==> src/rtl/fastica_mul_seq.sv <==
// Streams a block of whitened sample vectors from the sample RAM through the 4x4
// matrix-vector multiplier, tagging each y with its sample index under y_ready backpressure.
//
// state  | meaning
// S_IDLE | no pass active, waiting for start
// S_RUN  | issuing sample reads, one address per non-stalled cycle
// S_DRAIN| all reads issued, waiting for the last y to be accepted
module fastica_mul_seq #(
  parameter int ADDR_W = 10
) (
  input  logic              clk_mul,
  input  logic              rstn_mul,
  input  logic              start,
  input  logic              abort,
  input  logic [ADDR_W:0]   num_samples,
  output logic              busy,
  output logic              done,
  output logic              w_lock,
  output logic              z_rd_en,
  output logic [ADDR_W-1:0] z_rd_addr,
  output logic              en_mul,
  output logic              y_valid,
  output logic [ADDR_W-1:0] y_idx,
  input  logic              y_ready
);

  typedef enum logic [1:0] {S_IDLE, S_RUN, S_DRAIN} state_t;

  localparam logic [ADDR_W:0] ONE = {{ADDR_W{1'b0}}, 1'b1};

  state_t            state_q, state_d;
  logic [ADDR_W:0]   n_q, n_d;
  logic [ADDR_W:0]   rd_cnt_q, rd_cnt_d;
  logic              s1_valid_q, s1_valid_d;
  logic [ADDR_W-1:0] s1_idx_q, s1_idx_d;
  logic              y_valid_q, y_valid_d;
  logic [ADDR_W-1:0] y_idx_q, y_idx_d;
  logic              done_q, done_d;

  logic              stall;
  logic              en_mul_c;
  logic              rd_en_c;
  logic [ADDR_W:0]   last_idx;
  logic              last_acc;

  assign stall    = y_valid_q & ~y_ready;
  assign last_idx = n_q - ONE;
  assign last_acc = y_valid_q & y_ready & (state_q == S_DRAIN) &
                    ({1'b0, y_idx_q} == last_idx);

  always_comb begin
    state_d    = state_q;
    n_d        = n_q;
    rd_cnt_d   = rd_cnt_q;
    s1_valid_d = s1_valid_q;
    s1_idx_d   = s1_idx_q;
    done_d     = 1'b0;
    rd_en_c    = 1'b0;
    en_mul_c   = s1_valid_q & ~stall;
    y_valid_d  = en_mul_c | stall;
    y_idx_d    = en_mul_c ? s1_idx_q : y_idx_q;

    case (state_q)
      S_IDLE: begin
        if (!stall) s1_valid_d = 1'b0;
        if (start) begin
          if (num_samples != '0) begin
            n_d        = num_samples;
            rd_cnt_d   = '0;
            s1_valid_d = 1'b0;
            state_d    = S_RUN;
          end else begin
            done_d = 1'b1;
          end
        end
      end
      S_RUN: begin
        if (!stall) begin
          rd_en_c    = 1'b1;
          rd_cnt_d   = rd_cnt_q + ONE;
          s1_valid_d = 1'b1;
          s1_idx_d   = rd_cnt_q[ADDR_W-1:0];
          if (rd_cnt_q == last_idx) state_d = S_DRAIN;
        end
      end
      S_DRAIN: begin
        if (!stall) s1_valid_d = 1'b0;
        if (last_acc) begin
          state_d = S_IDLE;
          done_d  = 1'b1;
        end
      end
      default: state_d = S_IDLE;
    endcase

    // abort wins over everything, including a start in the same cycle
    if (abort) begin
      state_d    = S_IDLE;
      s1_valid_d = 1'b0;
      y_valid_d  = 1'b0;
      done_d     = 1'b0;
    end
  end

  always_ff @(posedge clk_mul or negedge rstn_mul) begin
    if (!rstn_mul) begin
      state_q    <= S_IDLE;
      n_q        <= '0;
      rd_cnt_q   <= '0;
      s1_valid_q <= 1'b0;
      s1_idx_q   <= '0;
      y_valid_q  <= 1'b0;
      y_idx_q    <= '0;
      done_q     <= 1'b0;
    end else begin
      state_q    <= state_d;
      n_q        <= n_d;
      rd_cnt_q   <= rd_cnt_d;
      s1_valid_q <= s1_valid_d;
      s1_idx_q   <= s1_idx_d;
      y_valid_q  <= y_valid_d;
      y_idx_q    <= y_idx_d;
      done_q     <= done_d;
    end
  end

  assign busy      = (state_q != S_IDLE);
  assign w_lock    = busy;
  assign done      = done_q;
  assign z_rd_en   = rd_en_c;
  assign z_rd_addr = rd_cnt_q[ADDR_W-1:0];
  assign en_mul    = en_mul_c;
  assign y_valid   = y_valid_q;
  assign y_idx     = y_idx_q;

endmodule

==> config.mk <==
export PLATFORM = sky130hd
export DESIGN_NAME = fastica_mul_seq
export DESIGN_NICKNAME = d
export VERILOG_FILES = /design/src/rtl/fastica_mul_seq.sv
export SDC_FILE = /design/constraint.sdc
export NUM_CORES = 1
export LEC_CHECK = 0
export CORE_ASPECT_RATIO = 1.4
export CORE_MARGIN = 1
export CORE_UTILIZATION = 24
export DETAILED_ROUTE_END_ITERATION = 16
export GPL_TIMING_DRIVEN = 0
export PLACE_DENSITY = 0.41
export SYNTH_ARGS = -nofsm -noshare
export SYNTH_HDL_FRONTEND = slang
export SYNTH_SLANG_ARGS = --single-unit
==> constraint.sdc <==
create_clock -name clk_mul -period 7.27 [get_ports clk_mul]
set_clock_uncertainty 0.1 [all_clocks]
set_input_delay 0.727 -clock clk_mul [delete_from_list [all_inputs] [get_ports clk_mul]]
set_output_delay 0.727 -clock clk_mul [all_outputs]
set_load 0.03 [all_outputs]
Word-level counts from Yosys, hierarchy flattened. Index checks and enable logic that the tools add are counted.

Shift operators: 0. Bitwise logic cells: 8. Equal/unequal tests: 12. Multiplexer cells: 25. Multiply operators: 0. Reduce and logical (&&, ||, !) cells: 10. Magnitude comparators: 0. Divide/modulo/power cells: 0. Add/sub/neg operators: 2.

Operators with widths (number): $mux 11 (3); $pmux 11 s2 (1); $ne 3x3->1 const B (5); $mux 1 (12); $mux 2 (6); $add 11x1->11 const B (1); $eq 10x11->1 (1); $eq 11x11->1 (1); $reduce_bool 11->1 (1); $sub 11x1->11 const B (1); $ne 2x2->1 const B (3); $pmux 2 s3 (1); $and 1x1->1 (5); $reduce_and 5->1 (1); $reduce_and 2->1 (2); $reduce_and 4->1 (1); $reduce_bool 2->1 (2); $reduce_bool 4->1 (1); $pmux 1 s3 (1); $reduce_and 3->1 (1); $eq 2x1->1 const B (1); $eq 2x2->1 const B (1); $logic_not 2->1 (1); $not 1->1 (2); 2 further kinds (2).

Register bits: 47. Memories: 0. Memory bits (writable): 0. Latch bits: 0. ROM bits: 0. Output and inout bits: 26.

Depth between registers and ports, before layout. Gate-level depths: netlist (run 1).

Depth after elaboration: 7. Depth in mapped cells: 11. Mapped depth without buffers: 9.

Least setup slack after synthesis (run 1). Ideal clock, no wire load.

Path type: reg2reg. From: register n_q[3]. To: register state_q[0]. Setup time: 0.099 ns. Data required time: 7.071 ns. Arrival: 2.426 ns. Period minus slack after synthesis: 2.626 ns. Setup slack: 4.644 ns. Cell stages (with the launch flop): 10. Path through: dfrtp_1 -> buf_6 -> or3_4 -> buf_6 -> nor4_2 -> xor2_1 -> xor2_1 -> o41ai_2 -> a31oi_1 -> a311oi_1.

Word-level cells in the longest chain between the ends: 5.

RTL lines: from (decl) (line 32) `logic [ADDR_W:0] n_q, n_d;`; from (signal assigned) (line 117) `n_q <= n_d;`; $sub 11x1->11 (*) (line 47) `assign last_idx = n_q - ONE;`; $eq 10x11->1 (line 49) `({1'b0, y_idx_q} == last_idx);`; $and 1x1->1 (line 48) `assign last_acc = y_valid_q & y_ready & (state_q == S_DRAIN) &`; $ne 3x3->1 (no line); $reduce_and 5->1 (no line) (*); to (signal assigned) (line 116) `state_q <= state_d;`; to (decl) (line 31) `state_t state_q, state_d;`.

Mark *: on every way between the ends. The rest lies on a longest branch, timed or not. A chain may end at the register's enable or synchronous reset.

Final worst setup path (run 1).
From: input port y_ready. To: output port z_rd_en.

Word-level cells in the longest chain between the ends: 4.

RTL lines: from (decl) (line 24) `input logic y_ready`; $not 1->1 (line 46) `assign stall = y_valid_q & ~y_ready;`; $and 1x1->1 (line 46); $mux 1 (line 78) `if (!stall) begin`; $mux 1 (line 63) `case (state_q)`; to (decl) (line 19) `output logic z_rd_en,`.

Every way passes these cells.

==> flow_summary.toml, run 1 <==
[synthesis]
yosys.area.top_type = "dfrtp_1"
synth_fp_nets = 299
synth.cell_area_um2 = 2826
seq_area_frac_synth = 0.4161
yosys_warnings = 0
ys_ff_latch = 47
synth.top_cell.area_share = 0.4161
syn_avg_cell_area_um2 = 10.20
ys.flop_type = "dfrtp_1"
synth_cell_types = 44
synth_cells = 277
yosys-top-cells-area = "dfrtp_1, mux2_2, xnor2_1"
async_flop_share = 1.000
synth_edf_count = 0

[power_and_ir_drop]
p_int_mw = 0.6288
combPwrFrac = 0.395
p_sw_frac = 0.3642
fin_total_pwr_mw = 0.9889
power_frac_seq = 0.341
pwr-share-clk = 0.264
power_density_nw_per_um2 = 275.1
irDropWorstVdd_mv = 0.09004
power_switching_mw = 0.3601
p_leak_nw = 1.518

[floorplan]
core-area_um2 = 11400
start_util = 0.2480
die_w_um = 93.72
die_h_um = 130.4
rows = 46
dieArea_um2 = 12220
design.portCount = 42

[final_layout]
finalNetCount = 348
syn2layout_area_growth_pct = 27.18
finalNonFillerCells = 470
n_antenna_cell = 0
fillerInstances = 1227
layout-drive-gt1-share = 0.1748
fin_util = 0.3154

[setup_path]
required_ps = 6440
cp_max_fo = 10
slowest_delay_ps = 640
slowest_stage = "clkdlybuf4s50_1"
crit_top_cell = "clkdlybuf4s50_1"
path_cells = "clkdlybuf4s50_1 -> nand2b_1 -> nand2_1 -> clkbuf_1 -> inv_1 -> clkdlybuf4s50_1"
start_kind = "input port"
cp.arrival_ps = 2880
cp-end-kind = "output port"
path_class = "input port to output port"

[clock_tree]
htree_levels = 2
post-cts-setup-buffer-count = 0
cts-root-buf = "clkbuf_16"
clock_path_buffers = 2
post_cts_resized = 0
clk_latency_ps = 290
clk_pin_slew_worst_paths_ps = 60
clock_sinks = 47
holdBufCountCts = 0
cts_made_buffers = 5
cts_tree = "done"

[placed_design]
globalplace.congestion = 0.7820
hpwl_um = 5844
io_buffers = 41
dp.cells = 463

[route]
num_vias = 2186
routed_via_density = 4.651
first_iter_violations = 66
wire_per_inst_um = 15.93
firstDrtPassIters = 5
finalWirelength_um = 7489
ant_nets = 0
drc = 0

[global_routing]
antenna_found_initial = 0
grt_first_pass_wirelength_um = 12270
grt_max_degree = 28
globalRouteTotalUtil = 0.1335
grt_overflow = 0
grt_pass1_vias = 2290

[sta]
finalSetupViolCount = 0
slew_viol_final = 0
setup_tns_ps = 0
finalHoldViolations = 0
relSlewSlack = 0.3807
min_period_over_period = 0.5103
fmax_mhz = 269.5
rsz0062_at_grt = "false"
min_period_ps = 3710
tightest_slew_ps = 921.9

[min_path]
hold_path_class = "input port to asynchronous set/reset pin"

[job]
cap_violations = 0

[run_status]
status = "finished, final reports clean"
## Yosys cell counts (3+ instances only)
library cell	n
dfrtp_1	47
mux2_2	27
nor2_1	20
nand2_1	18
o21ai_0	15
xnor2_1	14
xor2_1	14
buf_4	11
inv_1	11
clkbuf_1	9
nor3_1	8
a21oi_1	7
and3_1	6
ha_1	6
nand3_1	6
nor4_1	5
nor2b_1	4
or3_1	4
a211oi_1	3
a22oi_1	3
buf_6	3
mux2i_1	3
nand2b_1	3
nand4_1	3
## critical path: cells and delay by family
family	cells	cell delay, ps
buffers and inverters	4	1790
and+or+nand+nor	2	350
## area by class of cell
cell class                      instances  area (µm²)  share of cell area
Sequential cell                        47        1176              0.3272
Clock buffer                            5       125.1             0.03481
Multi-Input combinational cell        196        1459              0.4058
Clock inverter                          2       37.54             0.01044
Tap cell                              144       180.2             0.05012
Timing Repair Buffer                   42       425.4              0.1183
Buffer                                 23       150.1             0.04177
Inverter                               11       41.29             0.01149
## cells in the final DEF, fill, tap and decap left out, types with 6 or more instances in the layout
cell type,instances
nand2_1,18
clkdlybuf4s50_1,40
nor3_1,8
inv_1,11
mux2_2,27
ha_1,6
nand3_1,6
a21oi_1,7
xnor2_1,14
xor2_1,14
nor2_1,20
dfrtp_1,47
o21ai_0,15
clkbuf_1,9
buf_4,11
and3_1,6
## through the flow
stage | setup slack [ps] | instance area, µm² | hold slack [ps]
2_1_floorplan | 4644 | 2826 | 331.4
3_3_place_gp | 3483 | 3417 | 358.8
3_5_place_dp | 3498 | 3432 | 369.4
4_1_cts | 3487 | 3595 | 321.6
5_1_grt | 3404 | 3595 | 344.3
6_report | 3560 | 3595 | 307.6
## cell families (layout without fill, tap and decap cells)
logic type,after synthesis,count (layout),share of synthesized area
AO/OA/AOI/OAI,44,44,0.1116
XOR/XNOR,29,29,0.09473
adder cells (fa/ha/maj),6,6,0.02656
buffers and inverters,34,83,0.06773
flip-flops,47,47,0.4161
multiplexers,30,30,0.1182
AND/OR/NAND/NOR,87,87,0.1651
## power groups by stage
| stage | Sequential, mW | Clock (mW) | Combinational, mW |
|---|---|---|---|
| floorplan | 0.345 | 0 | 0.269 |
| global placement | 0.343 | 0 | 0.392 |
| detailed placement | 0.344 | 0 | 0.395 |
| CTS | 0.339 | 0.271 | 0.396 |
| global route | 0.345 | 0.281 | 0.429 |
| finish | 0.337 | 0.261 | 0.391 |
## final timing paths
path / start / to / slack (ps) / cells after the start
setup / recovery: y_ready / z_rd_en / 3560 / 6
hold / removal: rstn_mul / y_idx[0] / 310 / 1
setup reg to reg: n_q[0] / state_q[0] / 4160 / 11
hold reg to reg: s1_idx_q[5] / y_idx[5] / 390 / 2
max in group asynchronous: rstn_mul / y_idx[8] / 6240 / 2
min in group clk_mul: s1_idx_q[5] / y_idx[5] / 390 / 2
## routing by layer
layer,GRT usage,routed length (µm),vias to the layer above
li1,-,-,1078
met1,0.1578,3229,1064
met2,0.2426,3893,34
met3,0.01794,188,10
met4,0.05249,178,0
met5,0,0,-
## flip-flops by register name, summed over array words and instances, names as in the netlist
register / count
state_q: 2
n_q: 11
y_valid: 1
done: 1
s1_idx_q: 10
y_idx: 10
rd_cnt_q: 11
s1_valid_q: 1
(Power assumes the default switching activity.)
==> run 2, diff against run 1 <==
clock period = 3.5 ns   (was 7.27 ns; I/O delays follow)
==> flow_summary.toml, run 2 (synthesized netlist as in run 1, its figures left out) <==
[run_status]
status = "finished, final reports clean"

[setup_path]
path_class = "flop to flop"
start_kind = "flop"
required_ps = 3600
cp.arrival_ps = 3200
cp-end-kind = "flop"
path_cells = "clkbuf_1 -> inv_1 -> ha_1 -> nand2b_1 -> clkbuf_1 -> nor4_2 -> xor2_1 -> xor2_1 -> o41ai_2 -> a31oi_1 -> a311oi_1"
slowest_delay_ps = 450
slowest_stage = "o41ai_2"
cp_max_fo = 9

[clock_tree]
clock_path_buffers = 2
cts_made_buffers = 5
htree_levels = 2
cts-root-buf = "clkbuf_16"
cts_tree = "done"
post-cts-setup-buffer-count = 0
clock_sinks = 47
clk_pin_slew_worst_paths_ps = 70
post_cts_resized = 0
clk_latency_ps = 290

[final_layout]
n_antenna_cell = 0
layout-drive-gt1-share = 0.1743
layout_common_cells = "dfrtp_1, clkdlybuf4s50_1, mux2_2"
reg_top3 = "n_q (11), rd_cnt_q (11)"
syn2layout_area_growth_pct = 27.53
finalNonFillerCells = 471
finalNetCount = 349
final_common_cell = "dfrtp_1"

[route]
firstDrtPassIters = 4
drc = 0
wl_met3_um = 204
finalWirelength_um = 7483
ant_nets = 0
num_vias = 2192
route.met2.wl_um = 3889
wire_per_inst_um = 15.89
routed.top_layer = "met4"
first_iter_violations = 59
wl_met1_um = 3212
routed_via_density = 4.654

[sta]
min_period_ps = 3099
tightest_slew_ps = 921.9
finalHoldViolations = 0
setup_tns_ps = 0
rsz0062_at_grt = "false"
relSlewSlack = 0.3807
slew_viol_final = 0
fmax_mhz = 322.7
finalSetupViolCount = 0
min_period_over_period = 0.8854

[global_routing]
antenna_found_initial = 0
globalRouteTotalUtil = 0.1335
grt_max_degree = 28
grt_pass1_vias = 2299
grt_overflow = 0
grt_first_pass_wirelength_um = 12270

[power_and_ir_drop]
power_density_nw_per_um2 = 570.2
p_leak_nw = 1.522
irDropWorstVdd_mv = 0.1874

[floorplan]
start_util = 0.2480
core-area_um2 = 11400
rows = 46
dieArea_um2 = 12220
die_w_um = 93.72
die_h_um = 130.4
design.portCount = 42

[placed_design]
io_buffers = 41
globalplace.congestion = 0.7820
hpwl_um = 5844
dp.cells = 463

[min_path]
hold_path_class = "flop to flop"

[job]
cap_violations = 0
==> run 2: cell types whose count changed in the layout (fill, tap and decap cells not counted) <==
cell           delta
dlygate4sd3_1     +1
==> run 2: path summary, 6_finish.rpt <==
| kind | cells after the start | to | startpoint | slack [ps] |
|---|---|---|---|---|
| worst max-delay path | 11 | state_q[0] | n_q[0] | 400 |
| min in group asynchronous | 2 | y_idx[0] | rstn_mul | 460 |
| worst min-delay path | 2 | y_idx[5] | s1_idx_q[5] | 390 |
| max in group asynchronous | 3 | y_idx[8] | rstn_mul | 2310 |
| worst min register to register | 2 | y_idx[5] | s1_idx_q[5] | 390 |
| worst max register to register | 11 | state_q[0] | n_q[0] | 400 |
==> run 2: metrics by stage <==
step	worst slack [ps]	hold slack, ps	utilization	cell area [µm²]	power, mW
floorplan	874.4	-45.59	-	2826	1.274
global placement	312.8	358.8	0.2998	3417	1.527
detailed placement	371.8	260.1	0.3012	3432	1.534
CTS	345.4	384.1	0.3163	3605	2.090
global route	105.1	421.9	0.3163	3605	2.191
finish	401.2	386.9	0.3163	3605	2.055
==> run 2: critical path, delay by kind of cell, from the launching register on <==
kind	cells	cell delay [ps]
AND/OR/NAND/NOR	2	170
AO/OA/AOI/OAI	3	840
XOR/XNOR	2	550
flip-flops	1	330
buffers and inverters	3	780
adder cells (fa/ha/maj)	1	230
==> run 2: what timing repair did <==
action,CTS,global route
setup endpoints to repair,0,0
hold buffers,1,0
endpoints found under the hold margin,20,0
==> run 2: report_power, final <==
part / leakage (nW) / switching [mW] / internal (mW)
sequential: 0.629 / 0.0806 / 0.620
combinational: 0.818 / 0.458 / 0.354
clock: 0.0759 / 0.210 / 0.333
==> run 2: layout make-up <==
| cell class | count | area, µm² |
|---|---|---|
| Tap cell | 144 | 180.2 |
| Clock inverter | 2 | 37.54 |
| Timing Repair Buffer | 43 | 435.4 |
| Inverter | 11 | 41.29 |
| Buffer | 23 | 150.1 |
| Clock buffer | 5 | 125.1 |
| Multi-Input combinational cell | 196 | 1459 |
| Sequential cell | 47 | 1176 |
| Fill cell | 1229 | 7791 |
==> run 2: metal layers <==
metal	vias to the layer above	track usage
met2	36	0.2430
met5	-	0
li1	1082	-
met1	1064	0.1574
met3	10	0.01794
met4	0	0.05249
==> run 3, diff against run 2 <==
GPL_ROUTABILITY_DRIVEN = 0   (was unset)
==> results of run 3 <==
No change in the layout: final DEF, timing and power equal those of run 2.
